[config.mk]
export PLATFORM = sky130hd
export DESIGN_NAME = instr_loader_flat
export DESIGN_NICKNAME = d
export VERILOG_FILES = /design/src/rtl/instr_loader_pkg.sv /design/src/rtl/instr_loader_if.sv /design/src/rtl/instr_loader_packer.sv /design/src/rtl/instr_loader.sv /design/src/flat_wrapper.sv
export SDC_FILE = /design/constraint.sdc
export NUM_CORES = 1
export LEC_CHECK = 0
export ABC_AREA = 1
export CELL_PAD_IN_SITES_DETAIL_PLACEMENT = 0
export CELL_PAD_IN_SITES_GLOBAL_PLACEMENT = 1
export CORE_ASPECT_RATIO = 0.75
export CORE_MARGIN = 3
export CORE_UTILIZATION = 35
export DETAILED_ROUTE_END_ITERATION = 10
export GPL_TIMING_DRIVEN = 0
export PLACE_DENSITY_LB_ADDON = 0.25
export REMOVE_ABC_BUFFERS = 1
export SLEW_MARGIN = 20
export SYNTH_ARGS = -nofsm -noshare
export SYNTH_HDL_FRONTEND = slang
export SYNTH_SLANG_ARGS = --single-unit
[constraint.sdc]
create_clock -name clk_i -period 2.2 [get_ports clk_i]
set_input_delay 0.44 -clock clk_i [delete_from_list [all_inputs] [get_ports clk_i]]
set_output_delay 0.44 -clock clk_i [all_outputs]
set_load 0.01 [all_outputs]
[src/rtl/instr_loader_pkg.sv]
// Shared types and constants for the instruction-store boot loader.
package instr_loader_pkg;

    // Frame parser states, in frame order.
    typedef enum logic [2:0] {
        S_IDLE,
        S_LEN_LO,
        S_LEN_HI,
        S_DATA,
        S_WRITE,
        S_CHK,
        S_DONE,
        S_ERROR
    } ldr_state_t;

    localparam int LEN_BYTES      = 2;
    localparam int BYTES_PER_WORD = 4;
    localparam int LANE_W         = $clog2(BYTES_PER_WORD);

    // A new frame may only begin from a resting state.
    function automatic logic can_start(input ldr_state_t s);
        return (s == S_IDLE) || (s == S_DONE) || (s == S_ERROR);
    endfunction

endpackage

[src/rtl/instr_loader_if.sv]
// Byte-stream input and instruction-store write port of the boot loader.
interface instr_loader_if #(
    parameter int ADDRESS_WIDTH = 32,
    parameter int BYTE_WIDTH    = 8
);
    logic                     start_i;
    logic [BYTE_WIDTH-1:0]    byte_i;
    logic                     byte_valid_i;
    logic                     byte_ready_o;
    logic                     we_o;
    logic [ADDRESS_WIDTH-1:0] waddr_o;
    logic [ADDRESS_WIDTH-1:0] wdata_o;

    // Loader side: consumes the stream, drives the store.
    modport slave (
        input  start_i,
        input  byte_i,
        input  byte_valid_i,
        output byte_ready_o,
        output we_o,
        output waddr_o,
        output wdata_o
    );

    // Host side: produces the stream, observes the store writes.
    modport master (
        output start_i,
        output byte_i,
        output byte_valid_i,
        input  byte_ready_o,
        input  we_o,
        input  waddr_o,
        input  wdata_o
    );
endinterface

[src/rtl/instr_loader_packer.sv]
// Packs accepted payload bytes little-endian into words and keeps the
// running XOR checksum. word_ready_o marks the accept that completes a word;
// word_o then already contains that final byte.
module instr_loader_packer
    import instr_loader_pkg::*;
#(
    parameter int BYTE_WIDTH = 8
) (
    input  logic                                 clk_i,
    input  logic                                 rst_n_i,
    input  logic                                 clear_i,
    input  logic                                 accept_i,
    input  logic [BYTE_WIDTH-1:0]                byte_i,
    output logic                                 word_ready_o,
    output logic [BYTES_PER_WORD*BYTE_WIDTH-1:0] word_o,
    output logic [BYTE_WIDTH-1:0]                checksum_o
);
    localparam int WORD_W = BYTES_PER_WORD * BYTE_WIDTH;

    logic [LANE_W-1:0]     lane_q, lane_d;
    logic [WORD_W-1:0]     word_q, word_d;
    logic [BYTE_WIDTH-1:0] chk_q,  chk_d;
    logic [WORD_W-1:0]     word_shifted;

    // New bytes enter at the top, so the first byte ends up in bits [7:0].
    assign word_shifted = {byte_i, word_q[WORD_W-1:BYTE_WIDTH]};

    // Next-state for lane counter, shift register and checksum.
    always_comb begin
        // NOTE: every _d starts from its _q so no path leaves it unassigned; that is what keeps this combinational instead of a latch.
        lane_d = lane_q;
        word_d = word_q;
        chk_d  = chk_q;
        if (clear_i) begin
            lane_d = '0;
            word_d = '0;
            chk_d  = '0;
        end else if (accept_i) begin
            lane_d = lane_q + LANE_W'(1);
            word_d = word_shifted;
            chk_d  = chk_q ^ byte_i;
        end
    end

    // State registers with synchronous active-low reset.
    always_ff @(posedge clk_i) begin
        // NOTE: non-blocking assignments so every register samples the pre-edge values regardless of statement order.
        if (!rst_n_i) begin
            lane_q <= '0;
            word_q <= '0;
            chk_q  <= '0;
        end else begin
            lane_q <= lane_d;
            word_q <= word_d;
            chk_q  <= chk_d;
        end
    end

    assign word_ready_o = accept_i && (lane_q == LANE_W'(BYTES_PER_WORD - 1));
    assign word_o       = word_shifted;
    assign checksum_o   = chk_q;

endmodule

[src/rtl/instr_loader.sv]
// Boot-time instruction-store writer: parses LEN/payload/CHK frames, writes
// packed words at byte addresses 0,4,8,... and releases the CPU only after a
// frame with a matching checksum.
module instr_loader
    import instr_loader_pkg::*;
#(
    parameter int ADDRESS_WIDTH = 32,
    parameter int BYTE_WIDTH    = 8,
    parameter int MEM_WORDS     = 1024
) (
    input  logic           clk_i,
    input  logic           rst_n_i,
    instr_loader_if.slave  bus,
    output logic           cpu_hold_o,
    output logic           busy_o,
    output logic           done_o,
    output logic           err_o
);
    localparam int LEN_W  = LEN_BYTES * BYTE_WIDTH;
    localparam int WORD_W = BYTES_PER_WORD * BYTE_WIDTH;

    ldr_state_t               state_q, state_d;
    logic [LEN_W-1:0]         len_q, len_d;
    logic [LEN_W-1:0]         word_idx_q, word_idx_d;
    logic                     we_q, we_d;
    logic [ADDRESS_WIDTH-1:0] waddr_q, waddr_d;
    logic [ADDRESS_WIDTH-1:0] wdata_q, wdata_d;

    logic                     byte_ready;
    logic                     accept;
    logic                     start_ok;
    logic                     data_accept;
    logic [LEN_W-1:0]         len_full;
    logic                     len_too_big;
    logic                     len_zero;
    logic                     last_word;
    logic                     word_ready;
    logic [WORD_W-1:0]        packed_word;
    logic [BYTE_WIDTH-1:0]    checksum;

    assign accept      = bus.byte_valid_i && byte_ready;
    assign start_ok    = bus.start_i && can_start(state_q);
    assign data_accept = accept && (state_q == S_DATA);

    // Full length as it will be once the LEN_HI byte is taken.
    assign len_full    = {bus.byte_i, len_q[BYTE_WIDTH-1:0]};
    assign len_too_big = 32'(len_full) > 32'(MEM_WORDS);
    assign len_zero    = (len_full == '0);
    assign last_word   = (word_idx_q + LEN_W'(1)) == len_q;

    instr_loader_packer #(
        .BYTE_WIDTH (BYTE_WIDTH)
    ) u_packer (
        .clk_i        (clk_i),
        .rst_n_i      (rst_n_i),
        .clear_i      (start_ok),
        .accept_i     (data_accept),
        .byte_i       (bus.byte_i),
        .word_ready_o (word_ready),
        .word_o       (packed_word),
        .checksum_o   (checksum)
    );

    // FSM state register.
    always_ff @(posedge clk_i) begin
        if (!rst_n_i) begin
            state_q <= S_IDLE;
        end else begin
            state_q <= state_d;
        end
    end

    // FSM next-state logic.
    always_comb begin
        state_d = state_q;
        case (state_q)
            S_IDLE, S_DONE, S_ERROR: begin
                if (bus.start_i) state_d = S_LEN_LO;
            end
            S_LEN_LO: begin
                if (accept) state_d = S_LEN_HI;
            end
            S_LEN_HI: begin
                if (accept) begin
                    if (len_too_big)   state_d = S_ERROR;
                    else if (len_zero) state_d = S_CHK;
                    else               state_d = S_DATA;
                end
            end
            S_DATA: begin
                if (word_ready) state_d = S_WRITE;
            end
            S_WRITE: begin
                state_d = last_word ? S_CHK : S_DATA;
            end
            S_CHK: begin
                if (accept) state_d = (bus.byte_i == checksum) ? S_DONE : S_ERROR;
            end
            default: state_d = S_IDLE;
        endcase
    end

    // FSM outputs decoded from the current state only.
    always_comb begin
        byte_ready = 1'b0;
        busy_o     = 1'b0;
        done_o     = 1'b0;
        err_o      = 1'b0;
        cpu_hold_o = 1'b1;
        case (state_q)
            S_LEN_LO, S_LEN_HI, S_DATA, S_CHK: begin
                byte_ready = 1'b1;
                busy_o     = 1'b1;
            end
            S_WRITE: busy_o = 1'b1;
            S_DONE: begin
                done_o     = 1'b1;
                cpu_hold_o = 1'b0;
            end
            S_ERROR: err_o = 1'b1;
            default: ;
        endcase
    end

    // Length capture, word index and write-port next values.
    always_comb begin
        len_d      = len_q;
        word_idx_d = word_idx_q;
        we_d       = 1'b0;
        waddr_d    = waddr_q;
        wdata_d    = wdata_q;
        if (start_ok) begin
            len_d      = '0;
            word_idx_d = '0;
        end
        if (accept && (state_q == S_LEN_LO)) begin
            len_d = {len_q[LEN_W-1:BYTE_WIDTH], bus.byte_i};
        end
        if (accept && (state_q == S_LEN_HI)) begin
            len_d = len_full;
        end
        // Register the write on the completing accept so it appears during WRITE.
        if (word_ready) begin
            we_d    = 1'b1;
            waddr_d = ADDRESS_WIDTH'({word_idx_q, 2'b00});
            wdata_d = ADDRESS_WIDTH'(packed_word);
        end
        if (state_q == S_WRITE) begin
            word_idx_d = word_idx_q + LEN_W'(1);
        end
    end

    // Datapath and write-port registers.
    always_ff @(posedge clk_i) begin
        if (!rst_n_i) begin
            len_q      <= '0;
            word_idx_q <= '0;
            we_q       <= 1'b0;
            waddr_q    <= '0;
            wdata_q    <= '0;
        end else begin
            len_q      <= len_d;
            word_idx_q <= word_idx_d;
            we_q       <= we_d;
            waddr_q    <= waddr_d;
            wdata_q    <= wdata_d;
        end
    end

    assign bus.byte_ready_o = byte_ready;
    assign bus.we_o         = we_q;
    assign bus.waddr_o      = waddr_q;
    assign bus.wdata_o      = wdata_q;

endmodule

[src/flat_wrapper.sv]
// flat-port wrapper written by rule: the top's interface ports become plain ports
module instr_loader_flat import instr_loader_pkg::*;
#(
    parameter int ADDRESS_WIDTH = 32,
    parameter int BYTE_WIDTH    = 8,
    parameter int MEM_WORDS     = 1024
)
  (clk_i, rst_n_i, cpu_hold_o, busy_o, done_o, err_o, bus_start_i, bus_byte_i, bus_byte_valid_i, bus_byte_ready_o, bus_we_o, bus_waddr_o, bus_wdata_o);
  instr_loader_if #(.ADDRESS_WIDTH(ADDRESS_WIDTH), .BYTE_WIDTH(BYTE_WIDTH)) bus_i ();
  input  logic clk_i;
  input  logic rst_n_i;
  output logic cpu_hold_o;
  output logic busy_o;
  output logic done_o;
  output logic err_o;
  input wire logic [$bits(bus_i.start_i)-1:0] bus_start_i;
  input wire logic [$bits(bus_i.byte_i)-1:0] bus_byte_i;
  input wire logic [$bits(bus_i.byte_valid_i)-1:0] bus_byte_valid_i;
  output wire logic [$bits(bus_i.byte_ready_o)-1:0] bus_byte_ready_o;
  output wire logic [$bits(bus_i.we_o)-1:0] bus_we_o;
  output wire logic [$bits(bus_i.waddr_o)-1:0] bus_waddr_o;
  output wire logic [$bits(bus_i.wdata_o)-1:0] bus_wdata_o;
  assign bus_i.start_i = bus_start_i;
  assign bus_i.byte_i = bus_byte_i;
  assign bus_i.byte_valid_i = bus_byte_valid_i;
  assign bus_byte_ready_o = bus_i.byte_ready_o;
  assign bus_we_o = bus_i.we_o;
  assign bus_waddr_o = bus_i.waddr_o;
  assign bus_wdata_o = bus_i.wdata_o;
  instr_loader #(.ADDRESS_WIDTH(ADDRESS_WIDTH), .BYTE_WIDTH(BYTE_WIDTH), .MEM_WORDS(MEM_WORDS)) u_core (.clk_i(clk_i), .rst_n_i(rst_n_i), .bus(bus_i), .cpu_hold_o(cpu_hold_o), .busy_o(busy_o), .done_o(done_o), .err_o(err_o));
endmodule
### After elaboration in Yosys (flattened, before gate mapping)

Cells that the tools add are included.
Widths: inputs -> output; s select.

* bits in registers: 126
* bits in latches: 0
* bits in writable memories: 0
* ROM bits: 0
* output and inout bits: 70
* word-level logic and storage cells: 72
* memories: 0

* add/sub/neg operators: 2
* multiply operators: 0
* div/mod/pow operators: 0
* magnitude comparators: 1
* eq/ne operators: 16
* shift operators: 0
* mux-type cells: 20
* bitwise logic cells: 3
* reductions and logical operators: 20

Operator list (number)
* $mux 16: 4
* $mux 3: 8
* $pmux 3 s6: 1
* $add 16x1->16 const B: 1
* $eq 16x16->1: 1
* $gt 16x11->1 const B: 1
* $logic_not 16->1: 1
* $eq 3x3->1 const B: 4
* $eq 8x8->1: 1
* $xor 8x8->8: 1
* $mux 1: 7
* $eq 3x2->1 const B: 2
* $logic_and 1x1->1: 6
* $ne 2x1->1 const B: 3
* $ne 2x2->1 const B: 3
* $reduce_bool 2->1: 3
* $reduce_and 5->1: 1
* $reduce_or 5->1: 1
* $reduce_and 2->1: 2
* $reduce_or 4->1: 1
* $eq 3x1->1 const B: 1
* $logic_not 3->1: 1
* $reduce_or 3->1: 1
* $add 2x1->2 const B: 1
* other kinds (4): 6

### Logic depth before layout (Yosys ltp)

Gate-level depths: netlist of run 1.

* word-level depth: 8
* gate-level depth with buffers: 16
* depth with buffers taken out: 16

### Cells and area by module

A second synthesis of run 1 with hierarchy kept.

* cell total of the unflattened synthesis: 808
* area, all modules: 5708.0 µm²

Modules (own cells, without submodules)
* instr_loader: times used 1, cells an instance 638, area each 4215.3 µm², sequential area each 1681.6 µm²
* instr_loader_packer: times used 1, cells an instance 170, area each 1492.7 µm², sequential area each 680.7 µm²

### Worst setup path after synthesis of run 1

OpenSTA, ideal clock, no wires.

* path kind: register to register
* start point: register u_core.word_idx_q[0]
* end point: register u_core.state_q[1]
* setup time: 121 ps
* arrival: 1575 ps
* required time: 2079 ps
* slack: 504 ps
* cell stages (with the launch flop): 15
* clock period less this slack: 1696 ps
* cells stage by stage: dfxtp_1 > ha_1 > or2_2 > nand3_1 > nand2_1 > nor2_1 > nand2_1 > nor2_1 > nand3_1 > nor2_2 > nand2_1 > nand2_1 > nand2_1 > nand2_1 > a21oi_1

* cells in the longest elaborated chain, start to end: 4

Ends and longest elaborated chain
* start: declaration: RTL line instr_loader.sv:24 `logic [LEN_W-1:0] word_idx_q, word_idx_d;`
* start signal: assignment: RTL line instr_loader.sv:163 `word_idx_q <= word_idx_d;`
* $add 16x1->16: RTL line instr_loader.sv:49 `assign last_word = (word_idx_q + LEN_W'(1)) == len_q;`
* $eq 16x16->1: RTL line instr_loader.sv:49
* $mux 3: RTL line instr_loader.sv:94 `state_d = last_word ? S_CHK : S_DATA;`
* $pmux 3 s6: RTL line instr_loader.sv:76 `case (state_q)`
* end signal: assignment: RTL line instr_loader.sv:69 `state_q <= state_d;`
* end: declaration: RTL line instr_loader.sv:22 `ldr_state_t state_q, state_d;`

No other way between the ends.
A chain may end at the register's enable or synchronous reset.

### Worst setup path after layout of run 1

* start point: register u_core.state_q[1]
* end point: output port busy_o

* cells in the longest elaborated chain, start to end: 3
* elaborated cells on any way between the ends: 7
* classes of those cells: 5 x eq/ne; 1 x mux; 1 x reduce/logical

Ends and longest elaborated chain
* $eq 3x3->1, or another cell as far along: RTL line instr_loader.sv:110 `case (state_q)`
* $reduce_or 5->1 (no source line) (*)
* $mux 1 (*): RTL line instr_loader.sv:110
* end: declaration: RTL line flat_wrapper.sv:13 `output logic busy_o;`

Mark *: on every way between the ends. The rest lies on a longest branch, timed or not.

==> results of run 1 <==
[worst register-to-register path, stage by stage, from the launching register on]
cell and delay, ns:
dfxtp_4 0.38, inv_2 0.06, nor2_1 0.15, inv_2 0.11
nor2_4 0.15, buf_4 0.15, nand2_2 0.42, or2_2 0.49
a21oi_1 0.14
[report_power, final]
group          internal (mW)  switching, mW
logic                  0.296          0.704
registers               2.21         0.0656
clock network           1.69           1.09
[sequential cells by signal, summed over array words and instances, names as in the netlist]
register                    cells
u_core.bus.wdata_o             32
u_core.state_q                  3
u_core.u_packer.lane_q          2
u_core.word_idx_q              16
u_core.u_packer.word_q         24
u_core.len_q                   16
u_core.u_packer.checksum_o      8
u_core.bus.waddr_o             16
u_core.bus.we_o                 1
[stage by stage]
step / TNS [ns] / setup WS, ns
2_1_floorplan: -42.99 / -0.804
3_3_place_gp: -257.44 / -3.06
3_5_place_dp: -44.05 / -0.946
4_1_cts: 0 / 0.0148
5_1_grt: -0.112 / -0.0444
6_report: 0 / 0.0859
[synth_stat cells, types with 2 or more instances]
master      n
ha_1        2
inv_2       3
buf_1       3
nor2_4      7
o22ai_1    14
clkinv_1    2
buf_2       9
o21ai_0    36
or2_2       3
nand2_1   164
a21oi_1    70
clkbuf_1   19
buf_4      19
nor2_2      5
nand3_1    90
inv_1      64
xnor2_1     6
nor2_1     73
nand2_2     6
nand4_1    10
xnor3_1     2
dfxtp_1   118
xor2_1      4
[cells by family (layout without fill, tap and decap cells)]
logic type | after synthesis | in the layout
AND/OR/NAND/NOR | 361 | 363
buffers and inverters | 119 | 175
AO/OA/AOI/OAI | 124 | 124
flip-flops | 118 | 118
XOR/XNOR | 13 | 13
other | 1 | 16
adder cells (fa/ha/maj) | 2 | 2
[area by class of cell]
| type | instances | area [µm²] | share of cell area |
|---|---|---|---|
| clock buffer | 17 | 425 | 0.0624 |
| clock inverter | 15 | 169 | 0.0248 |
| inverter | 69 | 267 | 0.0391 |
| multi-input combinational | 518 | 2570 | 0.377 |
| sequential | 118 | 2370 | 0.348 |
| tap | 200 | 250 | 0.0367 |
| timing repair buffer | 74 | 758 | 0.111 |
[metal layers]
metal,global-route usage,up-vias,share of wire
met5,0,-,0
met4,0.0492,0,0.0033
met3,0.0408,6,0.063
met1,0.263,2288,0.51
met2,0.256,109,0.42
li1,-,2495,-
[worst min path at each step]
stage                                             from                                      end  cells past startpoint
3_5_place_dp    u_core.u_packer.word_q[9]$_SDFFE_PP0P_   u_core.u_packer.word_q[9]$_SDFFE_PP0P_                      2
5_1_grt        u_core.u_packer.word_q[17]$_SDFFE_PP0P_       u_core.bus.wdata_o[9]$_SDFFE_PN0P_                      2
4_1_cts         u_core.u_packer.word_q[9]$_SDFFE_PP0P_   u_core.u_packer.word_q[9]$_SDFFE_PP0P_                      2
3_3_place_gp   u_core.u_packer.word_q[14]$_SDFFE_PP0P_  u_core.u_packer.word_q[14]$_SDFFE_PP0P_                      2
2_1_floorplan  u_core.u_packer.word_q[10]$_SDFFE_PP0P_  u_core.u_packer.word_q[10]$_SDFFE_PP0P_                      2
6_report       u_core.u_packer.word_q[15]$_SDFFE_PP0P_  u_core.u_packer.word_q[15]$_SDFFE_PP0P_                      2
[repair_timing]
action / 4_1_cts / 5_1_grt
resized for setup: 7 / 23
pin swaps: 3 / 1
cloned: 2 / 0
setup endpoints to repair: 88 / 49
setup buffers: 5 / 2
==> results.tsv, run 1 <==
metric	value	unit
status	finished clean	
Worst Setup End Kind	output pin	
fin crit share	0.961	
I/O Buffers	65	
Placeable Area	14600	µm²
Cell Area, Synth	5310	µm²
CP endpoint	busy_o	
Final Hold Vio Count	0	
count of mapped cells out of synthesis	738	
Final Util	0.465	
Simple-Gate Fraction of Synth Area	0.300	
Required @ worst endpoint	1.76	ns
Inst Count DP	970	
CTS buffer count	17	
Seq cells post-synth	118	
Die Wd	148	µm
clk_skew	0.00849	ns
reg2reg setup slack	0.10	ns
number of diodes	0	
Layout fillers	1481	
GRT Total Usage	0.177	
Worst-Skew Late Latency	0.41	ns
commonest cells after routing, fill and taps aside	nand2_1 (160), dfxtp_1 (114), nand3_1 (87)	
clock buffer depth	2	
R2R depth	8	
largest fanout on the critical path	6	
num rows	38	
Yosys top cell area share	0.445	
Layout Area Growth over Synthesis	28.4	%
maxcap violations	0	
RR Endpoint	u_core.u_packer.lane_q[0]$_SDFFE_PP0P_	
Synth Area in XOR/XNOR	0.0280	
synthesis warning total	0	
design area	6820	µm²
DRT Wirelength	14500	µm
CTS H-Tree Depth	4	
CP max-delay cell	dfxtp_2	
layout cell share with drive strength beyond 1	0.115	
via count	4898	
sequential-to-total area share from yosys stat	0.445	
largest family of logic cells by synthesized area	simple AND/OR/NAND/NOR gates	
post-synthesis compound-gate area fraction	0.122	
vias in the first global route	4635	
Tmin final	2.11	ns
first-pass GRT wire length	23500	µm
crit-path leading delay family	buffers and inverters	
Critical path origin	u_core.state_q[1]$_SDFFE_PN0P_	
chip height	113	µm
Hold Slack	0.459	ns
largest cells by area after synthesis	dfxtp_1 (44%), nand2_1 (12%), nand3_1 (8.5%)	
Peak VDD IR	0.563	mV
Die Area	16700	µm²
adder-cell area share of the yosys netlist	0.00471	
max-slew violations	0	
critical path's largest stage delay	0.34	ns
drt drc	0	
crit start category	flop	
CTS Root Cell	clkbuf_16	
CTS tree	built	
GRT overflow	0	
placed cell areas	6060	µm²
total power	6.06	mW
mux cell area share after synthesis	0	
syn avg cell area	7.19	µm²
Slew headroom	0.388	
P_leak	2.57	nW
post-route ant nets	0	
CTS sink cnt	118	
commonest non-fill, non-tap cell in the layout	nand2_1	
NumNets Final	812	
Yosys cell types	32	
largest net degree at the start of global routing	42	
WP buf/inv	4	
Most used DFF post-synth	dfxtp_1	
antenna violations before repair	0	
share of flip-flops with an asynchronous set or reset	0	
cell taking the most area after synthesis	dfxtp_1	
CP Cell Sequence	inv_4 -> nor2_1 -> inv_1 -> nand2_1 -> a21oi_2 -> inv_1 -> dlygate4sd2_1	
drt initial violations	364	
Post-synth EDFFs	0	
CTS clock-pin slew for the worst setup and hold paths	0.06	ns
Max Freq	473	MHz
Initial Util	0.363	
hold_buf cts	0	
Power Dens Cells	889	nW/µm²
GP Congestion	0.819	
final non-filler cell total	1011	
Final Setup Violations	0	
most frequent CP cell	inv_1	
routed len/inst	14.3	µm
worst reg2reg startpoint	u_core.state_q[0]$_SDFFE_PN0P_	
worst-margin pin slew	0.918	ns
via/cell ratio	4.84	
Crit path arrival time	1.67	ns
HPWL after DPL	9690	µm
I/O pin count	82	
RSZ-0062 raised after global routing	yes	
instance count on the critical path	7	
Min-Delay Path Class	flop to flop	
Crit Path Class	flop to output pin	
DR pass1 iterations	5	
Note: power is estimated with default switching activity, not from simulation.
==> run 2: changes to the inputs <==
--- a/config.mk
+++ b/config.mk
@@ -13,7 +13,7 @@
 export CORE_UTILIZATION = 35
 export DETAILED_ROUTE_END_ITERATION = 10
 export GPL_TIMING_DRIVEN = 0
-export PLACE_DENSITY_LB_ADDON = 0.25
+export PLACE_DENSITY = 0.84
 export REMOVE_ABC_BUFFERS = 1
 export SLEW_MARGIN = 20
 export SYNTH_ARGS = -nofsm -noshare
==> run 2 against run 1 <==
Compared with the run above:
- fmax shrank 2.5%
- via count grew 0.80%
- die area is the same
- clock skew grew 0.0024 ns
- routed wire length shrank 1.5%
- first-iteration DRC count shrank 2.2%
- sequential cell count is the same
- sequential share of layout area is essentially flat
- count of clock-buffer cells in the layout grew 1
- critical path depth grew 5
- largest cell class unchanged
==> results.tsv, run 2 (synthesis results as in run 1) <==
metric	value	unit	change
first-pass GRT wire length	23200	µm	-1.5%
GP Congestion	0.796		-2.7%
critical path's largest stage delay	0.38	ns	+0.04 ns
GRT Total Usage	0.174		-0.00307
GRT overflow	0		unchanged
I/O pin count	82		unchanged
maxcap violations	0		unchanged
Die Wd	148	µm	unchanged
I/O Buffers	65		unchanged
CTS tree	built		
Final Util	0.465		-0.000513
drt drc	0		unchanged
commonest cells after routing, fill and taps aside	nand2_1 (161), dfxtp_1 (114), nand3_1 (88)		
Placeable Area	14600	µm²	unchanged
antenna violations before repair	0		unchanged
number of diodes	0		unchanged
routed len/inst	14.1	µm	-1.5%
Tmin final	2.17	ns	+0.0544 ns
RSZ-0062 raised after global routing	yes		
CTS sink cnt	118		unchanged
Layout Area Growth over Synthesis	28.3	%	
Worst-Skew Late Latency	0.41	ns	about the same
Power Dens Cells	896	nW/µm²	+0.76%
Max Freq	461	MHz	-2.5%
crit start category	flop		
Initial Util	0.363		unchanged
CTS Root Cell	clkbuf_16		
CTS clock-pin slew for the worst setup and hold paths	0.06	ns	about the same
worst-margin pin slew	0.917	ns	-0.000359 ns
Final Setup Violations	0		unchanged
num rows	38		unchanged
vias in the first global route	4459		-3.8%
hold_buf cts	0		unchanged
clock buffer depth	2		unchanged
P_leak	2.58	nW	+0.43%
Min-Delay Path Class	input pin to flop		
Die Area	16700	µm²	unchanged
Slew headroom	0.388		about the same
Worst Setup End Kind	flop		
CTS buffer count	17		unchanged
post-route ant nets	0		unchanged
largest fanout on the critical path	19		+13
layout cell share with drive strength beyond 1	0.107		-0.00740
CP max-delay cell	dfxtp_2		
NumNets Final	812		unchanged
placed cell areas	6050	µm²	-0.12%
via/cell ratio	4.88		+0.80%
Crit Path Class	flop to flop		
clk_skew	0.0109	ns	+0.00242 ns
DRT Wirelength	14200	µm	-1.5%
commonest non-fill, non-tap cell in the layout	nand2_1		
Final Hold Vio Count	0		unchanged
drt initial violations	356		-2.2%
design area	6810	µm²	-0.11%
CTS H-Tree Depth	4		unchanged
CP Cell Sequence	inv_2 -> nor2_1 -> inv_1 -> nor2_4 -> nand3_4 -> buf_16 -> nand2_1 -> o21ai_1 -> a21oi_1 -> inv_1 -> a21oi_1 -> a211oi_1		
DR pass1 iterations	5		unchanged
via count	4937		+0.80%
Crit path arrival time	2.43	ns	+0.76 ns
chip height	113	µm	unchanged
max-slew violations	0		unchanged
status	finished clean		
fin crit share	0.986		+0.0247
HPWL after DPL	9300	µm	-4.0%
max FFs per register	32		unchanged
Peak VDD IR	0.428	mV	-24%
Required @ worst endpoint	2.46	ns	+0.70 ns
largest net degree at the start of global routing	42		unchanged
run 2: area by class of cell:
class / count / area, µm²
multi-input combinational: 518 / 2560
inverter: 69 / 263
clock inverter: 14 / 174
sequential: 118 / 2370
tap: 200 / 250
clock buffer: 18 / 439
timing repair buffer: 74 / 751
fill: 1543 / 7840
run 2: what timing repair did:
item / CTS / global route
buffers inserted: 6 / 1
pin swaps: 3 / 3
endpoints found under the setup margin: 88 / 56
gates resized for setup: 5 / 16
hold endpoints to repair: 0 / 0
cloned: 2 / 0
run 2: power by group:
part / internal (mW) / switching, mW / leakage [nW] / total [mW]
clock: 1.82 / 1.05 / 0.289 / 2.87
combinational: 0.280 / 0.680 / 1.33 / 0.960
sequential: 2.21 / 0.0642 / 0.953 / 2.27
run 2: worst paths after layout:
check | from | endpoint | slack (ns) | cells past startpoint
worst max register to register | u_core.state_q[0]$_SDFFE_PN0P_ | u_core.state_q[0]$_SDFFE_PN0P_ | 0.03 | 12
worst min register to register | u_core.u_packer.word_q[11]$_SDFFE_PP0P_ | u_core.u_packer.word_q[11]$_SDFFE_PP0P_ | 0.46 | 2
worst max-delay path | u_core.state_q[0]$_SDFFE_PN0P_ | u_core.state_q[0]$_SDFFE_PN0P_ | 0.03 | 12
worst min-delay path | rst_n_i | u_core.bus.waddr_o[9]$_SDFFE_PN0P_ | 0.45 | 3
run 2: metrics by stage:
step	hold slack [ns]	power, mW	setup WS [ns]	cells	setup TNS (ns)
after floorplan	0.438	2.89	-0.804	703	-42.99
after global placement	0.450	3.21	-3.08	968	-260.83
after detailed placement	0.452	3.21	-0.990	970	-44.92
after CTS	0.443	6.10	0.00542	1010	0
after global routing	0.473	6.37	-0.0964	1011	-0.288
final	0.448	6.10	0.0315	1011	0
run 2: metal layers:
layer  part of all wire  routed length (µm)  GRT usage  vias up
li1                   -                   -          -     2486
met3              0.081                1150     0.0585        8
met1               0.51                7240      0.263     2306
met5                  0                   0          0        -
met2               0.40                5730      0.234      137
met4             0.0077                 110     0.0443        0
run 2: worst max-delay path, delay by kind of cell (launching register included):
family	cells	cell delay, ns
and+or+nand+nor	4	0.57
buffers and inverters	4	0.56
AOI/OAI and AO/OA	4	0.50
DFF	1	0.38
